File: config.mk
export PLATFORM = sky130hd
export DESIGN_NAME = escaneo_display
export DESIGN_NICKNAME = d
export VERILOG_FILES = /design/src/rtl/escaneo_pkg.sv /design/src/rtl/escaneo_display_gray_a_binario.sv /design/src/rtl/escaneo_display.sv
export SDC_FILE = /design/constraint.sdc
export NUM_CORES = 1
export LEC_CHECK = 0
export ABC_CLOCK_PERIOD_IN_PS = 1950
export BUFFER_PORTS_ARGS = -buffer_cell sky130_fd_sc_hd__buf_2
export CORE_MARGIN = 2
export CORE_UTILIZATION = 54
export CTS_BUF_LIST = sky130_fd_sc_hd__clkbuf_4 sky130_fd_sc_hd__clkbuf_8
export CTS_CLUSTER_DIAMETER = 200
export DETAILED_ROUTE_END_ITERATION = 10
export GPL_TIMING_DRIVEN = 0
export PLACE_DENSITY = 0.77
export SYNTH_ARGS = -nofsm -noshare
export SYNTH_HDL_FRONTEND = slang
export SYNTH_SLANG_ARGS = --single-unit
File: constraint.sdc
create_clock -name clk -period 1.95 [get_ports clk]
set_input_delay 0.195 -clock clk [delete_from_list [all_inputs] [get_ports clk]]
set_output_delay 0.195 -clock clk [all_outputs]
set_load 0.05 [all_outputs]
File: src/rtl/escaneo_pkg.sv
// Shared constants and Gray/binary helpers for the seven-segment scan driver.
//   SLOT_UNI / SLOT_DEC : digit slots carrying units and tens
//   ANODO_*             : active-low anode patterns
//   gray_a_bin          : 4-bit Gray -> binary
//   bin_a_gray          : 4-bit binary -> Gray
package escaneo_pkg;

   localparam logic [1:0] SLOT_UNI = 2'd0;
   localparam logic [1:0] SLOT_DEC = 2'd1;

   localparam logic [3:0] ANODO_APAGADO = 4'b1111;
   localparam logic [3:0] ANODO_UNI     = 4'b1110;
   localparam logic [3:0] ANODO_DEC     = 4'b1101;

   function automatic logic [3:0] gray_a_bin(input logic [3:0] g);
      logic [3:0] b;
      b[3] = g[3];
      for (int i = 2; i >= 0; i--) begin
         b[i] = b[i+1] ^ g[i];
      end
      return b;
   endfunction

   function automatic logic [3:0] bin_a_gray(input logic [3:0] d);
      return d ^ (d >> 1);
   endfunction

endpackage

File: src/rtl/escaneo_display_gray_a_binario.sv
// Combinational 4-bit Gray-to-binary converter.
//   i_gray : Gray-coded input
//   o_bin  : binary equivalent
module gray_a_binario
   import escaneo_pkg::*;
(
   input  logic [3:0] i_gray,
   output logic [3:0] o_bin
);

   assign o_bin = gray_a_bin(i_gray);

endmodule

File: src/rtl/escaneo_display.sv
// Time-multiplexed four-digit seven-segment scan driver. A Gray-coded value
// is captured into a pending register and promoted to the shown register only
// at frame wrap, so a frame never mixes digits of two values. Units are shown
// on slot 0, tens on slot 1; slots 2 and 3 stay dark.
// Build option: BLANK_LEADING_ZERO_EN darkens the tens digit for values < 10.
//   clk            : system clock
//   rst            : synchronous active-high reset
//   carga          : load strobe for gray_in
//   gray_in        : Gray-coded value 0..15
//   refrescamiento : current digit slot (registered)
//   digito         : Gray-coded digit for the slot (registered)
//   anodo          : one-hot active-low anode enables (registered)
module escaneo_display
   import escaneo_pkg::*;
#(
   parameter int DIV = 100000
) (
   input  logic       clk,
   input  logic       rst,
   input  logic       carga,
   input  logic [3:0] gray_in,
   output logic [1:0] refrescamiento,
   output logic [3:0] digito,
   output logic [3:0] anodo
);

   localparam int             CW      = $clog2(DIV);
   localparam logic [CW-1:0]  CNT_MAX = CW'(DIV - 1);

   logic [CW-1:0] r_cnt;
   logic [1:0]    r_sel;
   logic [3:0]    r_pend;
   logic [3:0]    r_vis;
   logic [1:0]    r_refresco;
   logic [3:0]    r_digito;
   logic [3:0]    r_anodo;

   logic          w_tick;
   logic [3:0]    w_bin;
   logic          w_dec;
   logic [3:0]    w_uni;
   logic [3:0]    w_dece;

   assign w_tick = (r_cnt == CNT_MAX);

   gray_a_binario u_conv (
      .i_gray (r_vis),
      .o_bin  (w_bin)
   );

   assign w_dec  = (w_bin >= 4'd10);
   assign w_uni  = w_dec ? (w_bin - 4'd10) : w_bin;
   assign w_dece = {3'b000, w_dec};

   always_ff @(posedge clk) begin
      if (rst) begin
         r_cnt      <= '0;
         r_sel      <= 2'd0;
         r_pend     <= 4'd0;
         r_vis      <= 4'd0;
         r_refresco <= 2'd0;
         r_digito   <= 4'd0;
         r_anodo    <= ANODO_APAGADO;
      end else begin
         r_cnt <= w_tick ? '0 : r_cnt + CW'(1);
         if (w_tick) begin
            r_sel <= r_sel + 2'd1;
         end
         if (carga) begin
            r_pend <= gray_in;
         end
         // Frame wrap: promote the pending value as it stood before this edge.
         if (w_tick && (r_sel == 2'd3)) begin
            r_vis <= r_pend;
         end

         r_refresco <= r_sel;
         case (r_sel)
            SLOT_UNI: begin
               r_anodo  <= ANODO_UNI;
               r_digito <= bin_a_gray(w_uni);
            end
            SLOT_DEC: begin
`ifdef BLANK_LEADING_ZERO_EN
               if (w_dec) begin
                  r_anodo  <= ANODO_DEC;
                  r_digito <= bin_a_gray(w_dece);
               end else begin
                  r_anodo  <= ANODO_APAGADO;
                  r_digito <= 4'd0;
               end
`else
               r_anodo  <= ANODO_DEC;
               r_digito <= bin_a_gray(w_dece);
`endif
            end
            default: begin
               r_anodo  <= ANODO_APAGADO;
               r_digito <= 4'd0;
            end
         endcase
      end
   end

   assign refrescamiento = r_refresco;
   assign digito         = r_digito;
   assign anodo          = r_anodo;

endmodule

==> results of run 1 <==
-- power by group through the flow --
stage / logic [mW] / registers (mW) / clock network (mW)
floorplan: 0.0494 / 0.754 / 0
global placement: 0.0641 / 0.751 / 0
detailed placement: 0.0660 / 0.752 / 0
CTS: 0.0797 / 0.734 / 0.413
global route: 0.0905 / 0.735 / 0.444
finish: 0.0824 / 0.734 / 0.387
-- kinds of logic after synthesis --
kind of cell | Yosys count
flip-flops | 35
multiplexers | 6
AO/OA/AOI/OAI | 19
adder cells (fa/ha/maj) | 8
other | 1
buffers and inverters | 17
XOR/XNOR | 15
AND/OR/NAND/NOR | 72
-- final cells by class --
cell class              count  area [sq um]
repair buffers             18           109
well taps                  31          38.8
flip-flops and latches     35           704
clock inverters             2          12.5
clock buffers               6          45.0
fillers                   235           931
multi-input cells         122           841
inverters                   8          30.0
plain buffers               8          46.3
-- how the worst max path moves through the flow --
stage                                    from                   end  cells after the start
after CTS                 r_cnt[1]$_SDFF_PP0_  r_cnt[14]$_SDFF_PP0_                      7
after global placement    r_cnt[0]$_SDFF_PP0_   r_cnt[9]$_SDFF_PP0_                      7
after floorplan           r_cnt[0]$_SDFF_PP0_  r_cnt[14]$_SDFF_PP0_                      7
after detailed placement  r_cnt[1]$_SDFF_PP0_  r_cnt[14]$_SDFF_PP0_                      7
final                     r_cnt[1]$_SDFF_PP0_  r_cnt[14]$_SDFF_PP0_                      6
after global routing      r_cnt[1]$_SDFF_PP0_  r_cnt[11]$_SDFF_PP0_                      6
-- placed cells by master (no fill, tap or decap), types with 2 or more instances in the layout --
master,synthesis,final
a211o_1,2,2
a21oi_1,8,8
buf_2,1,12
buf_4,2,7
buf_6,1,2
clkbuf_1,4,4
clkbuf_4,0,6
conb_1,1,2
dfxtp_1,35,32
dfxtp_2,0,3
ha_1,8,7
inv_1,8,8
mux2i_1,5,5
nand2_1,6,6
nand2b_1,4,4
nand3_1,7,7
nand4_1,11,11
nor2_1,26,22
nor2_2,0,4
nor3_1,5,4
nor4_1,4,3
o21ai_0,7,7
xnor2_1,11,11
xor2_1,4,4
-- stage by stage --
| stage | TNS, ns | std cells |
|---|---|---|
| finish | 0 | 230 |
| CTS | -0.422 | 231 |
| global route | -0.354 | 230 |
| detailed placement | -1.07 | 217 |
| floorplan | 0 | 174 |
| global placement | -0.889 | 217 |
-- synth_stat cells --
library cell | n | area [sq um]
nor2b_1 | 1 | 6.26
a211o_1 | 2 | 17.5
xor2_1 | 4 | 35.0
nand4b_1 | 1 | 8.76
a211oi_1 | 1 | 7.51
ha_1 | 8 | 100
xnor2_1 | 11 | 96.3
buf_4 | 2 | 15.0
or3_1 | 1 | 6.26
o21ai_0 | 7 | 35.0
nand2_1 | 6 | 22.5
nor4_1 | 4 | 25.0
nor2_1 | 26 | 97.6
or4b_1 | 1 | 10.0
nand3_1 | 7 | 35.0
a21oi_1 | 8 | 40.0
mux2i_1 | 5 | 50.1
conb_1 | 1 | 3.75
dfxtp_1 | 35 | 701
clkbuf_2 | 1 | 5.00
clkbuf_1 | 4 | 15.0
or2_2 | 1 | 6.26
buf_2 | 1 | 5.00
buf_6 | 1 | 11.3
or4_1 | 2 | 15.0
inv_1 | 8 | 30.0
mux2_2 | 1 | 11.3
and4_1 | 1 | 8.76
nor3_1 | 5 | 25.0
nand4_1 | 11 | 68.8
nand4bb_1 | 1 | 11.3
nand2b_1 | 4 | 25.0
o21bai_4 | 1 | 18.8
-- metal layers --
| metal | wire length [microns] | vias up | share of wire (%) | global-route usage, % |
|---|---|---|---|---|
| met4 | 10 | 0 | 0.34 | 7.97 |
| met3 | 160 | 2 | 5.4 | 6.25 |
| li1 | - | 643 | - | - |
| met2 | 1520 | 41 | 52 | 34.9 |
| met1 | 1260 | 571 | 43 | 22.0 |
| met5 | 0 | - | 0 | 0 |
-- registers in the layout, indices dropped and copies added, names as in the netlist --
| signal | count |
|---|---|
| r_cnt | 17 |
| digito | 4 |
| r_pend | 4 |
| r_vis | 4 |
| anodo | 2 |
| r_sel | 2 |
| refrescamiento | 2 |
-- critical path, cell delays in order (launching register included) --
cell and delay [ns]:
dfxtp_2 0.37, ha_4 0.13, or4b_4 0.44, or4_4 0.47, o21bai_4 0.20, buf_6 0.15
nor2_1 0.05
-- repair_timing --
item,CTS,global route
setup endpoints to repair,11,22
setup buffers,5,0
gates resized for setup,4,8
endpoints found under the hold margin,0,0
cloned,1,0
pin swaps,4,1
==> run_results.csv, run 1 <==
group,metric,value,unit
run_status,run_status,"complete, no violations",
hold_path,hold_class,"input port to flop",
logic_synthesis,ys_warn_count,0,
logic_synthesis,synth_top_family_by_area,"simple AND/OR/NAND/NOR gates",
timing,max_freq,520,MHz
timing,drv_slew,0,
timing,whs,0.0880,ns
power,p_leak,0.678,nW
worst_setup_path,path_class,"flop to flop",
logic_synthesis,synth-xor-area-share,8.37,%
drt,postRouteWirelength,2950,microns
floorplan,initial_utilization,56.9,%
worst_setup_path,reg2reg_from,"r_cnt[1]$_SDFF_PP0_",
logic_synthesis,yosys.area_share.simple,23.7,%
logic_synthesis,yosys.area_share.adder,6.38,%
power,power.density,659,nW/um^2
floorplan,die-area,3350,sq um
logic_synthesis,syn_area,1570,sq um
drt,via_per_inst,5.47,
power,power.share.switching,23.8,%
final_layout,final_core_util,66.2,%
worst_setup_path,critPathCaptureType,"flop",
power,pwr-share-seq,61.0,%
grt,grt_first_pass_wirelength,5080,microns
worst_setup_path,reg2reg_slack,0.03,ns
drt,post_drt_wl_per_cell,12.8,microns
grt,grt_max_degree,12,
logic_synthesis,synth.area.mux_share,3.91,%
logic_synthesis,avgSynthCellArea,9.07,sq um
worst_setup_path,critPathMaxFanout,6,
logic_synthesis,synth-compound-area-share,7.58,%
final_layout,layout.nets,213,
logic_synthesis,ys_seq_area_share,44.7,%
clocking,cts_hold_buffers,0,
power,total_power,1.20,mW
hold_path,hold_start,"gray_in[3]",
hold_path,min_path_cells,3,
grt,grt_antenna_before_repair,0,
power,clkPwrFrac,32.2,%
clocking,clock-sinks,35,
clocking,path_clk_slew,0.11,ns
worst_setup_path,arrival,2.15,ns
power,p_int,0.917,mW
timing,fin_crit_sh,98.6,%
grt,grt_use_total,19.8,%
clocking,cts_max_level,2,
final_layout,area_growth,16.4,%
timing,setup_viol,0,
drt,vias,1257,
floorplan,core-area,2760,sq um
final_layout,diodes,0,
floorplan,die_h,57.9,microns
floorplan,rows,19,
placed_design,post-place-ws,-0.105,ns
clocking,clk_latency,0.34,ns
final_layout,drive_gt1_share,22.6,%
final_layout,design_area,1830,sq um
placed_design,place_area,1690,sq um
run,max_cap_violations,0,
worst_setup_path,required,2.18,ns
placed_design,gp_congestion,0.914,
floorplan,io_pins,17,
power,p_switching,0.287,mW
timing,fin_ws,0.0273,ns
grt,grt-ovfl-total,0,
timing,period_minus_slack,1.92,ns
power,ir_drop,0.000632,V
clocking,clockBufferDepth,2,
power,p_comb_share,6.8,%
clocking,cts_tree,"yes",
logic_synthesis,syn_inst,173,
clocking,cts_buffers,5,
drt,first_pass_iters,4,
logic_synthesis,ys_ff_latch,35,
placed_design,io_buffers,12,
hold_path,hold_end,"r_pend[3]$_SDFFE_PP0P_",
drt,drtIter0Drc,61,
timing,rsz0062_at_grt,"true",
placed_design,dp_hpwl,2040,microns
timing,clock-skew-final,0.0135,ns
grt,grt_pass1_vias,1178,
worst_setup_path,timing.rr.end,"r_cnt[14]$_SDFF_PP0_",
drt,antenna_left,0,
worst_setup_path,reg2regPathDepth,6,
drt,drc,0,
floorplan,dieWidth,57.9,microns
timing,hold_viol,0,
worst_setup_path,cp-start-kind,"flop",
clocking,clockRootBuffer,"clkbuf_4",
logic_synthesis,yosysUniqueCellTypes,33,
(Power assumes the default switching activity.)
==> inputs of run 2 (changes only) <==
Settings changed: PLACE_DENSITY 0.77 to 0.78.
==> run 2 against run 1 <==
- the flow now finishes with violations (setup timing)
- first-iteration DRC count shrank 25%
- total power rose by 6.9%
- largest power group unchanged
- critical path type unchanged
- wire length rose by 3.4%
- sequential power about the same
- global-route usage rose by 0.056 points
- worst hold slack got worse by 0.012 ns
- clock power up 20%
- combinational power is 7.6% higher
==> run_results.csv, run 2 (synthesis gave the netlist of run 1 again) <==
group,metric,value,unit
worst_setup_path,arrival,2.23,ns
floorplan,io_pins,17,
power,power.density,689,nW/um^2
clocking,clk_latency,0.35,ns
run_status,violations,"setup timing",
timing,period_minus_slack,1.99,ns
drt,post_drt_wl_per_cell,13.2,microns
timing,setup_viol,16,
grt,grt_first_pass_wirelength,5080,microns
run,max_cap_violations,0,
drt,postRouteWirelength,3050,microns
worst_setup_path,critical_path_buf_inv_count,2,
worst_setup_path,cp-start-kind,"flop",
final_layout,diodes,0,
floorplan,core-area,2760,sq um
grt,grt-ovfl-total,0,
final_layout,regMostFlops,"r_cnt",
drt,vias,1260,
worst_setup_path,path_class,"flop to flop",
timing,clock-skew-final,0.00998,ns
timing,rsz0062_at_grt,"true",
floorplan,initial_utilization,56.9,%
run_status,run_status,"finished with violations",
power,ir_drop,0.000614,V
worst_setup_path,critPathCaptureType,"flop",
final_layout,drive_gt1_share,24.4,%
grt,grt_max_degree,11,
final_layout,final_core_util,67.7,%
floorplan,rows,19,
power,p_leak,0.694,nW
grt,grt_pass1_vias,1214,
timing,max_freq,502,MHz
clocking,clockBufferDepth,2,
drt,via_per_inst,5.43,
clocking,cts_tree,"yes",
drt,drtIter0Drc,46,
grt,grt_antenna_before_repair,0,
grt,grt_use_total,19.9,%
final_layout,area_growth,19.1,%
clocking,cts_max_level,2,
worst_setup_path,path_cells,"ha_4 > or4b_1 > or4_1 > buf_6 > o21bai_4 > buf_6 > nor2_1",
worst_setup_path,timing.critical_path.mode_cell,"buf_6",
clocking,cts_buffers,5,
final_layout,layout.nets,215,
drt,antenna_left,0,
clocking,clockRootBuffer,"clkbuf_4",
timing,fin_ws,-0.0407,ns
worst_setup_path,slowest_stage,"or4b_1",
worst_setup_path,reg2reg_slack,-0.04,ns
placed_design,io_buffers,12,
placed_design,gp_congestion,0.846,
timing,fin_crit_sh,102,%
placed_design,dp_hpwl,2060,microns
worst_setup_path,critPathMaxFanout,6,
worst_setup_path,max_stage_delay,0.43,ns
worst_setup_path,crit_family,"simple AND/OR/NAND/NOR gates",
final_layout,final_common_cell,"dfxtp_1",
final_layout,layout_common_cells,"dfxtp_1 (32), nor2_1 (19), buf_2 (12)",
clocking,clock-sinks,35,
timing,hold_viol,0,
drt,first_pass_iters,4,
floorplan,die-area,3350,sq um
clocking,path_clk_slew,0.11,ns
hold_path,hold_class,"input port to flop",
final_layout,largest_reg_flops,17,
floorplan,dieWidth,57.9,microns
floorplan,die_h,57.9,microns
clocking,cts_hold_buffers,0,
timing,drv_slew,0,
worst_setup_path,required,2.19,ns
drt,drc,0,
power,total_power,1.29,mW
==> run 2: cell count changes in the layout (fill, tap and decap cells not counted), moves of 2 or more <==
cell      before  now
buf_6          2    4
clkbuf_8       0    2
nor2_1        22   19
nor2_2         4    7
==> run 2: layout make-up <==
cell class / instances / area [sq um]
Clock buffer: 8 / 72.6
Inverter: 8 / 30.0
Fill cell: 212 / 890
Tap cell: 31 / 38.8
Buffer: 9 / 57.6
Multi-Input combinational cell: 122 / 845
Sequential cell: 35 / 704
Timing Repair Buffer: 19 / 120
==> run 2: where the power goes <==
group          internal (mW)  total, mW  switching (mW)
sequential             0.726      0.734         0.00710
combinational         0.0403     0.0887          0.0484
clock                  0.226      0.464           0.239
==> run 2: tightest hold or removal path, stage by stage <==
cell	delay (ns)
buf_2	0.08
mux2i_1	0.05
nor2_1	0.07
==> run 2: final timing paths <==
path	start	endpoint	cells after the start
max reg2reg	r_cnt[1]$_SDFF_PP0_	r_cnt[11]$_SDFF_PP0_	7
min	gray_in[3]	r_pend[3]$_SDFFE_PP0P_	3
min reg2reg	r_pend[0]$_SDFFE_PP0P_	r_vis[0]$_SDFFE_PP0P_	2
max	r_cnt[1]$_SDFF_PP0_	r_cnt[11]$_SDFF_PP0_	7
==> run 2: through the flow <==
stage	instance area (sq um)	setup slack, ns	TNS (ns)	std cells	hold WS (ns)
floorplan	1590	0.0285	0	174	0.342
CTS	1820	-0.0133	-0.0594	231	0.0772
global route	1870	-0.0727	-0.984	232	0.0811
global placement	1690	-0.0937	-0.948	217	0.427
finish	1870	-0.0407	-0.450	232	0.0758
detailed placement	1690	-0.119	-1.21	217	0.438
==> run 2: timing repair <==
action                                 CTS  global route
cloned                                   1             0
pin swaps                                3             4
gates resized for setup                  3            12
setup endpoints to repair               11            21
buffers inserted                         5             1
endpoints found under the hold margin    0             0
==> run 2: routing by layer <==
layer / routed length [microns] / global-route usage (%)
met2: 1530 / 33.8
met5: 0 / 0
met1: 1340 / 22.9
met3: 112 / 6.03
met4: 63 / 8.97
==> inputs of run 3 (changes only) <==
Settings changed: SKIP_CTS_REPAIR_TIMING from default to 1, SKIP_LAST_GASP from default to 1.
==> run 3 against run 2 <==
- the run still ends with setup timing left
- sequential power hardly changed
- fmax is 1.4% lower
- wire length is 2.1% lower
- final cell count is 1.3% lower
- critical path depth stayed put
- clock power hardly changed
- total power is 1.1% lower
- first-iteration DRC count is 20% higher
- global-route usage is 0.94 points lower
- via count is 0.79% lower
- sequential cell count stayed put
==> run_results.csv, run 3 (synthesis gave the netlist of run 1 again) <==
group,metric,value,unit
run_status,run_status,"finished with violations",
run_status,violations,"setup timing",
timing,setup_viol,15,
timing,drv_slew,0,
power,ir_drop,0.000583,V
timing,setup-tns-final,-0.732,ns
final_layout,fillers,224,
timing,tightestPinTransition,0.567,ns
clocking,clk_latency,0.35,ns
worst_setup_path,slowest_stage,"or4_1",
timing,hold_viol,0,
power,total_power,1.27,mW
worst_setup_path,path_class,"flop to flop",
final_layout,fin_cells,229,
worst_setup_path,path_cells,"ha_4 > or4b_1 > or4_1 > buf_6 > o21bai_4 > buf_4 > nor2_1",
grt,grt_max_degree,11,
timing,clock-skew-final,0.00704,ns
clocking,clock-sinks,35,
grt,grt-ovfl-total,0,
floorplan,rows,19,
placed_design,io_buffers,12,
final_layout,regMostFlops,"r_cnt",
timing,fin_ws,-0.0692,ns
clocking,cts_buffers,5,
clocking,cts_tree,"yes",
drt,postRouteWirelength,2990,microns
final_layout,final_common_cell,"dfxtp_1",
worst_setup_path,critPathMaxFanout,6,
floorplan,die-area,3350,sq um
clocking,cts_max_level,2,
placed_design,gp_congestion,0.846,
drt,drtIter0Drc,55,
final_layout,drive_gt1_share,20.2,%
floorplan,initial_utilization,56.9,%
clocking,clockBufferDepth,2,
grt,grt_first_pass_wirelength,4830,microns
timing,max_freq,495,MHz
placed_design,dp_hpwl,2060,microns
power,p_leak,0.678,nW
floorplan,dieWidth,57.9,microns
final_layout,largest_reg_flops,17,
timing,period_minus_slack,2.02,ns
final_layout,layout_common_cells,"dfxtp_1 (33), nor2_1 (23), buf_2 (12)",
clocking,clockRootBuffer,"clkbuf_4",
floorplan,die_h,57.9,microns
final_layout,layout.nets,212,
hold_path,hold_class,"input port to flop",
worst_setup_path,critPathCaptureType,"flop",
final_layout,diodes,0,
worst_setup_path,max_stage_delay,0.42,ns
worst_setup_path,cp-start-kind,"flop",
clocking,path_clk_slew,0.10,ns
run,max_cap_violations,0,
drt,drc,0,
final_layout,area_growth,16.2,%
timing,slew_headroom,61.9,%
grt,grt_use_total,18.9,%
floorplan,core-area,2760,sq um
power,power.density,698,nW/um^2
timing,rsz0062_at_grt,"true",
worst_setup_path,required,2.19,ns
grt,grt_antenna_before_repair,0,
drt,vias,1250,
timing,fin_crit_sh,104,%
grt,grt_pass1_vias,1169,
drt,post_drt_wl_per_cell,13.0,microns
drt,antenna_left,0,
placed_design,dp.cells,217,
worst_setup_path,arrival,2.26,ns
floorplan,io_pins,17,
drt,via_per_inst,5.46,
drt,first_pass_iters,4,
[run 3: cell types whose count changed in the layout (fill, tap and decap cells not counted), sizes merged]
cell	before	now
buf	23	20
[run 3: critical path: cells and delay by family (launching register included)]
family                   cells  cell delay [ns]
flip-flops                   1             0.38
adder cells (fa/ha/maj)      1             0.14
AO/OA/AOI/OAI                1             0.20
AND/OR/NAND/NOR              3             0.88
buffers and inverters        2             0.32
[run 3: area by class of cell]
class	count	area (sq um)	area share, %
multi-input combinational	122	822	45.1
inverter	8	30.0	1.65
clock buffer	8	72.6	3.98
tap	31	38.8	2.13
timing repair buffer	16	93.8	5.15
buffer	9	57.6	3.16
sequential	35	708	38.8
[run 3: power by group]
part           total, mW  internal [mW]  switching, mW
Combinational     0.0764         0.0328         0.0436
Clock              0.462          0.226          0.236
Sequential         0.734          0.726        0.00811
Total               1.27          0.984          0.288
[run 3: path summary, 6_finish.rpt]
| kind | start | end | slack [ns] | cells past startpoint |
|---|---|---|---|---|
| worst max register to register | r_cnt[1]$_SDFF_PP0_ | r_cnt[3]$_SDFF_PP0_ | -0.07 | 7 |
| worst min-delay path | gray_in[3] | r_pend[3]$_SDFFE_PP0P_ | 0.08 | 3 |
| worst max-delay path | r_cnt[1]$_SDFF_PP0_ | r_cnt[3]$_SDFF_PP0_ | -0.07 | 7 |
| worst min register to register | r_cnt[0]$_SDFF_PP0_ | r_cnt[0]$_SDFF_PP0_ | 0.45 | 1 |
[run 3: per-layer routing]
metal	share of wire [%]	track usage, %
met1	42	21.4
met2	52	32.3
met3	3.5	6.03
met4	2.1	8.97
met5	0	0
[run 3: per-stage QoR]
step	util, %	hold slack (ns)	setup slack (ns)	area (sq um)
floorplan	-	0.342	0.0285	1590
CTS	64.0	0.0772	-0.120	1770
detailed placement	61.4	0.438	-0.119	1690
global placement	61.4	0.427	-0.0937	1690
global route	66.1	0.0816	-0.118	1820
finish	66.1	0.0832	-0.0692	1820
